===== src/rtl/pwm_pkg.sv =====
// Shared definitions for the PWM DAC: datapath width, prescaler limit and
// the one-entry sample buffer state type.
package pwm_pkg;

  localparam int unsigned PWM_WIDTH    = 8;
  localparam int unsigned PRESCALE_MAX = 256;

  typedef enum logic {
    EMPTY = 1'b0,
    FULL  = 1'b1
  } buf_state_t;

endpackage


===== src/rtl/pwm_dac_tick_gen.sv =====
// Prescaler for the PWM DAC: emits a one-clock tick every PRESCALE active
// (holdn=1) clocks; the count freezes while holdn is low.
module tick_gen
  import pwm_pkg::*;
#(
  parameter int unsigned PRESCALE = 1
) (
  input  logic clock,
  input  logic reset,
  input  logic holdn,
  output logic tick
);

  localparam int unsigned CW = (PRESCALE > 1) ? $clog2(PRESCALE) : 1;

  if (PRESCALE < 1 || PRESCALE > PRESCALE_MAX) begin : g_bad_prescale
    $error("tick_gen: PRESCALE out of range 1..256");
  end

  logic [CW-1:0] r_cnt;
  logic          w_wrap;

  assign w_wrap = (r_cnt == CW'(PRESCALE - 1));

  always_ff @(posedge clock) begin
    if (reset) begin
      r_cnt <= '0;
    end else if (holdn) begin
      r_cnt <= w_wrap ? '0 : r_cnt + CW'(1);
    end
  end

  assign tick = holdn & ~reset & w_wrap;

endmodule


===== src/rtl/pwm_dac.sv =====
// 8-bit PWM DAC with a one-entry sample buffer loaded into duty at period
// boundaries. Optional period_start strobe is enabled by PWM_PERIOD_STROBE_EN.
module pwm_dac
  import pwm_pkg::*;
#(
  parameter int unsigned PRESCALE = 1
) (
  input  logic                 clock,
  input  logic                 reset,
  input  logic                 holdn,
  input  logic [PWM_WIDTH-1:0] sample,
  input  logic                 sample_valid,
  output logic                 sample_ready,
  output logic                 pwm
`ifdef PWM_PERIOD_STROBE_EN
  ,
  output logic                 period_start
`endif
);

  buf_state_t           r_state;
  buf_state_t           w_state_next;
  logic                 w_tick;
  logic                 w_boundary;
  logic                 w_accept;
  logic                 w_load;
  logic [PWM_WIDTH-1:0] r_pcnt;
  logic [PWM_WIDTH-1:0] r_duty;
  logic [PWM_WIDTH-1:0] r_buf;
  logic                 r_pwm;

  tick_gen #(
    .PRESCALE (PRESCALE)
  ) u_tick_gen (
    .clock (clock),
    .reset (reset),
    .holdn (holdn),
    .tick  (w_tick)
  );

  assign w_boundary   = w_tick & (r_pcnt == '1);
  assign sample_ready = (r_state == EMPTY) & holdn & ~reset;
  assign w_accept     = sample_valid & sample_ready;

  // A sample accepted on a boundary while EMPTY only fills the buffer; it
  // reaches duty at the next boundary.
  always_comb begin
    w_state_next = r_state;
    w_load       = 1'b0;
    if (r_state == EMPTY) begin
      if (w_accept) w_state_next = FULL;
    end else begin
      if (w_boundary) begin
        w_state_next = EMPTY;
        w_load       = 1'b1;
      end
    end
  end

  always_ff @(posedge clock) begin
    if (reset) r_state <= EMPTY;
    else       r_state <= w_state_next;
  end

  always_ff @(posedge clock) begin
    if (reset) begin
      r_pcnt <= '0;
      r_duty <= '0;
      r_buf  <= '0;
      r_pwm  <= 1'b0;
    end else if (holdn) begin
      if (w_tick)   r_pcnt <= r_pcnt + PWM_WIDTH'(1);
      if (w_accept) r_buf  <= sample;
      if (w_load)   r_duty <= r_buf;
      r_pwm <= (r_pcnt < r_duty);
    end
  end

  assign pwm = r_pwm;

`ifdef PWM_PERIOD_STROBE_EN
  logic r_first0;
  logic r_period_start;

  // Delayed by one extra stage so the strobe lines up with pwm showing pcnt=0.
  always_ff @(posedge clock) begin
    if (reset) begin
      r_first0       <= 1'b0;
      r_period_start <= 1'b0;
    end else if (holdn) begin
      r_first0       <= w_boundary;
      r_period_start <= r_first0;
    end
  end

  assign period_start = r_period_start;
`endif

endmodule


===== config.mk =====
export PLATFORM = sky130hd
export DESIGN_NAME = pwm_dac
export DESIGN_NICKNAME = d
export VERILOG_FILES = /design/src/rtl/pwm_pkg.sv /design/src/rtl/pwm_dac_tick_gen.sv /design/src/rtl/pwm_dac.sv
export SDC_FILE = /design/constraint.sdc
export NUM_CORES = 1
export LEC_CHECK = 0
export BUFFER_PORTS_ARGS = -buffer_cell sky130_fd_sc_hd__buf_4
export CAP_MARGIN = 20
export CORE_ASPECT_RATIO = 0.9
export CORE_MARGIN = 2
export CORE_UTILIZATION = 52
export DETAILED_ROUTE_END_ITERATION = 6
export HOLD_SLACK_MARGIN = 0.15
export PLACE_DENSITY_LB_ADDON = 0.08
export REMOVE_ABC_BUFFERS = 1
export SLEW_MARGIN = 30
export SYNTH_ARGS = -nofsm -noshare
export SYNTH_HDL_FRONTEND = slang
export SYNTH_SLANG_ARGS = --single-unit

===== constraint.sdc =====
create_clock -name clock -period 2.5 [get_ports clock]
set_input_delay 0.375 -clock clock [delete_from_list [all_inputs] [get_ports clock]]
set_output_delay 0.375 -clock clock [all_outputs]
set_load 0.05 [all_outputs]

==> out/qor.txt <==
Post_cts resized -> 0
Slew margin rel. -> 50.2%
Largest net degree at the start of global routing -> 23
CP Capture Type -> flip-flop
Top cell type's share of synthesized area -> 41.6%
DP Cell Count -> 178
Rows -> 16
Vias per inst -> 5.68
First-pass GRT wire length -> 4.40 mm
Area grow syn2layout -> 12.8%
CTS tree -> built
Starting Density -> 56.3%
Initial antenna violation count -> 0
Post-synthesis compound-gate area fraction -> 13.1%
Hold depth -> 3
Dominant cell type by area after synthesis -> dfxtp_1
Mapped Area -> 0.00125 mm²
Total clock sinks -> 26
Max Clk Rate -> 560 MHz
Die Ht -> 50.5 µm
Worst-path clk slew -> 150 ps
Final Slew Violations -> 0
EDFF count, synth -> 0
Crit-path cells -> ha_1 -> inv_1 -> nor4_4 -> mux2i_1
Final setup skew -> 9.84 ps
Hold EP -> r_buf[3]
First-pass DRT Iterations -> 4
Adder-Cell Fraction of Synth Area -> 8.01%
Max rail drop VDD -> 428 µV
Predominant post-synthesis flop cell -> dfxtp_1
Combinational family with the most area after synthesis -> simple AND/OR/NAND/NOR gates
Final hold violation count -> 0
Post-Synth Simple-Gate Area -> 22.1%
PortBufs -> 13
RSZ-0062 raised after global routing -> false
Nets@finish -> 176
Post-CTS Hold Fix Bufs -> 0
DR DRC count -> 0
CP startpoint kind -> flip-flop
Via count -> 1034
Post-route ant nets -> 0
Max incr delay on CP -> 710 ps
Worst path required time -> 2770 ps
Share of cells above drive strength 1 -> 12.9%
Setup bufs post-CTS -> 0
I/O pins -> 14
Mux contribution to synthesized area -> 7.21%
CTS buffer count -> 3
Crit Reg-Reg Startpoint -> r_pcnt[0]
Post-route insts no fill -> 182
Share of async-settable or async-resettable flops after synthesis -> 0%
Count leader, synth -> nand2_1
WL final -> 2.44 mm
Synth area leaders -> dfxtp_1 (42%), nand2_1 (11%), ha_1 (8.0%)
1st-iter DRT viols -> 25
Leak -> 0.000529 µW
Hold wc startpoint -> sample[3]
Worst reg2reg setup slack -> 720 ps
Max Cap Viol -> 0
Clk buf depth -> 2
Crit path kind -> flip-flop to flip-flop
Gp weighted congestion -> 0.806
Grt ovf -> 0
Maximum fanout along the worst path -> 8
Antenna Cells -> 0
Ys Warns -> 0
Root Driver -> clkbuf_4
Core box area -> 0.00222 mm²
Fillers -> 199
DIE AREA -> 0.00281 mm²
R2R depth -> 4
Most frequent cells after synthesis -> nand2_1 (36), dfxtp_1 (26), a21oi_1 (13)
Pwr Total -> 787 µW
Post-Synth XOR/XNOR Area -> 2.10%
Fin crit period -> 1780 ps
Syn Inst Count -> 143
Synthesized area per cell -> 8.74 µm²
Htree depth -> 1
Setup_tns -> 0 ps
Vias in the first global route -> 993
Worst r2r dst -> r_duty[6]
Min-delay worst type -> input port to flip-flop
Tcrit/Tclk final -> 71.4%
# setup viols final -> 0
Post-DP HPWL -> 1.81 mm
Die width -> 55.7 µm
Worst-Skew Late Latency -> 330 ps
Seq/Total Area, Yosys -> 41.6%
Crit path max-delay cell type -> nor4_4
Worst EP arrival -> 2050 ps
PD cells -> 558 mW/mm²
WL/cell -> 13.4 µm
Worst Tran Pin Value -> 742 ps
Register bit total from synthesis -> 26
Gr usage total -> 20.0%
Count of cell types in the netlist -> 34
Run status -> finished clean
[cell type report]
class	count	area (µm²)	area share (%)
timing repair buffer	14	105	7.45
sequential	26	520	36.9
clock inverter	1	30.0	2.13
clock buffer	3	22.5	1.60
tap	27	33.8	2.40
inverter	11	41.3	2.93
multi-input combinational	100	657	46.6
[per-layer routing]
metal	global-route usage, %	up-vias	part of all wire (%)
met1	26.6	492	48
li1	-	519	-
met2	32.9	17	47
met3	2.84	6	2.8
met4	7.72	0	1.6
met5	0	-	0
[state kept, by name, indices dropped and copies added (netlist names)]
register and cells:
r_buf 8, r_duty 8, r_pcnt 8, pwm 1, r_state 1
[kinds of logic (layout without fill, tap and decap cells)]
| group | count (synthesis) | after routing |
|---|---|---|
| muxes | 9 | 9 |
| xor gates and xnor gates | 3 | 3 |
| AOI/OAI and AO/OA | 26 | 26 |
| adders and majority gates | 8 | 8 |
| DFF | 26 | 26 |
| and+or+nand+nor | 54 | 54 |
| buffers and inverters | 17 | 29 |
[where the power goes]
part	switching (µW)	internal (µW)	leakage [µW]	total, µW
Combinational	36.0	28.9	0.000290	64.9
Sequential	8.25	424	0.000211	432
Clock	128	162	0.0000279	290
Total	172	615	0.000529	787
[layout by cell type (no fill, tap or decap), types with 2 or more instances in the layout]
| cell type | n |
|---|---|
| nand2_1 | 36 |
| dfxtp_1 | 26 |
| buf_4 | 14 |
| a21oi_1 | 13 |
| inv_1 | 10 |
| mux2i_1 | 9 |
| ha_1 | 8 |
| nor2_1 | 6 |
| clkbuf_4 | 3 |
| o31ai_1 | 2 |
| or4_1 | 2 |
| o41ai_1 | 2 |
| o21ai_0 | 2 |
| xor2_1 | 2 |
| nand3_1 | 2 |
[per-stage QoR]
step / hold slack, ps / worst slack [ps] / instance area (µm²) / utilization [%]
2_1_floorplan: 430 / 876 / 1220 / -
3_3_place_gp: 444 / 707 / 1360 / 61.1
3_5_place_dp: 450 / 595 / 1360 / 61.1
4_1_cts: 271 / 696 / 1410 / 63.5
5_1_grt: 267 / 559 / 1410 / 63.5
6_report: 274 / 715 / 1410 / 63.5
[worst max-delay path by stage]
stage | start | endpoint | slack, ps | depth (start not counted)
floorplan | holdn | sample_ready | 880 | 2
global placement | reset | r_duty[6] | 710 | 4
detailed placement | reset | r_duty[6] | 590 | 4
CTS | r_pcnt[0] | r_duty[6] | 700 | 4
global route | r_pcnt[0] | r_duty[0] | 560 | 4
finish | r_pcnt[0] | r_duty[6] | 720 | 4
[worst max-delay path: cells and delay by family (launching register included)]
family / cells / cell delay, ps
mux: 1 / 270
buf+inv: 1 / 120
fa+ha+maj: 1 / 200
simple gates: 1 / 710
flops: 1 / 440
Note: power is estimated with default switching activity, not from simulation.
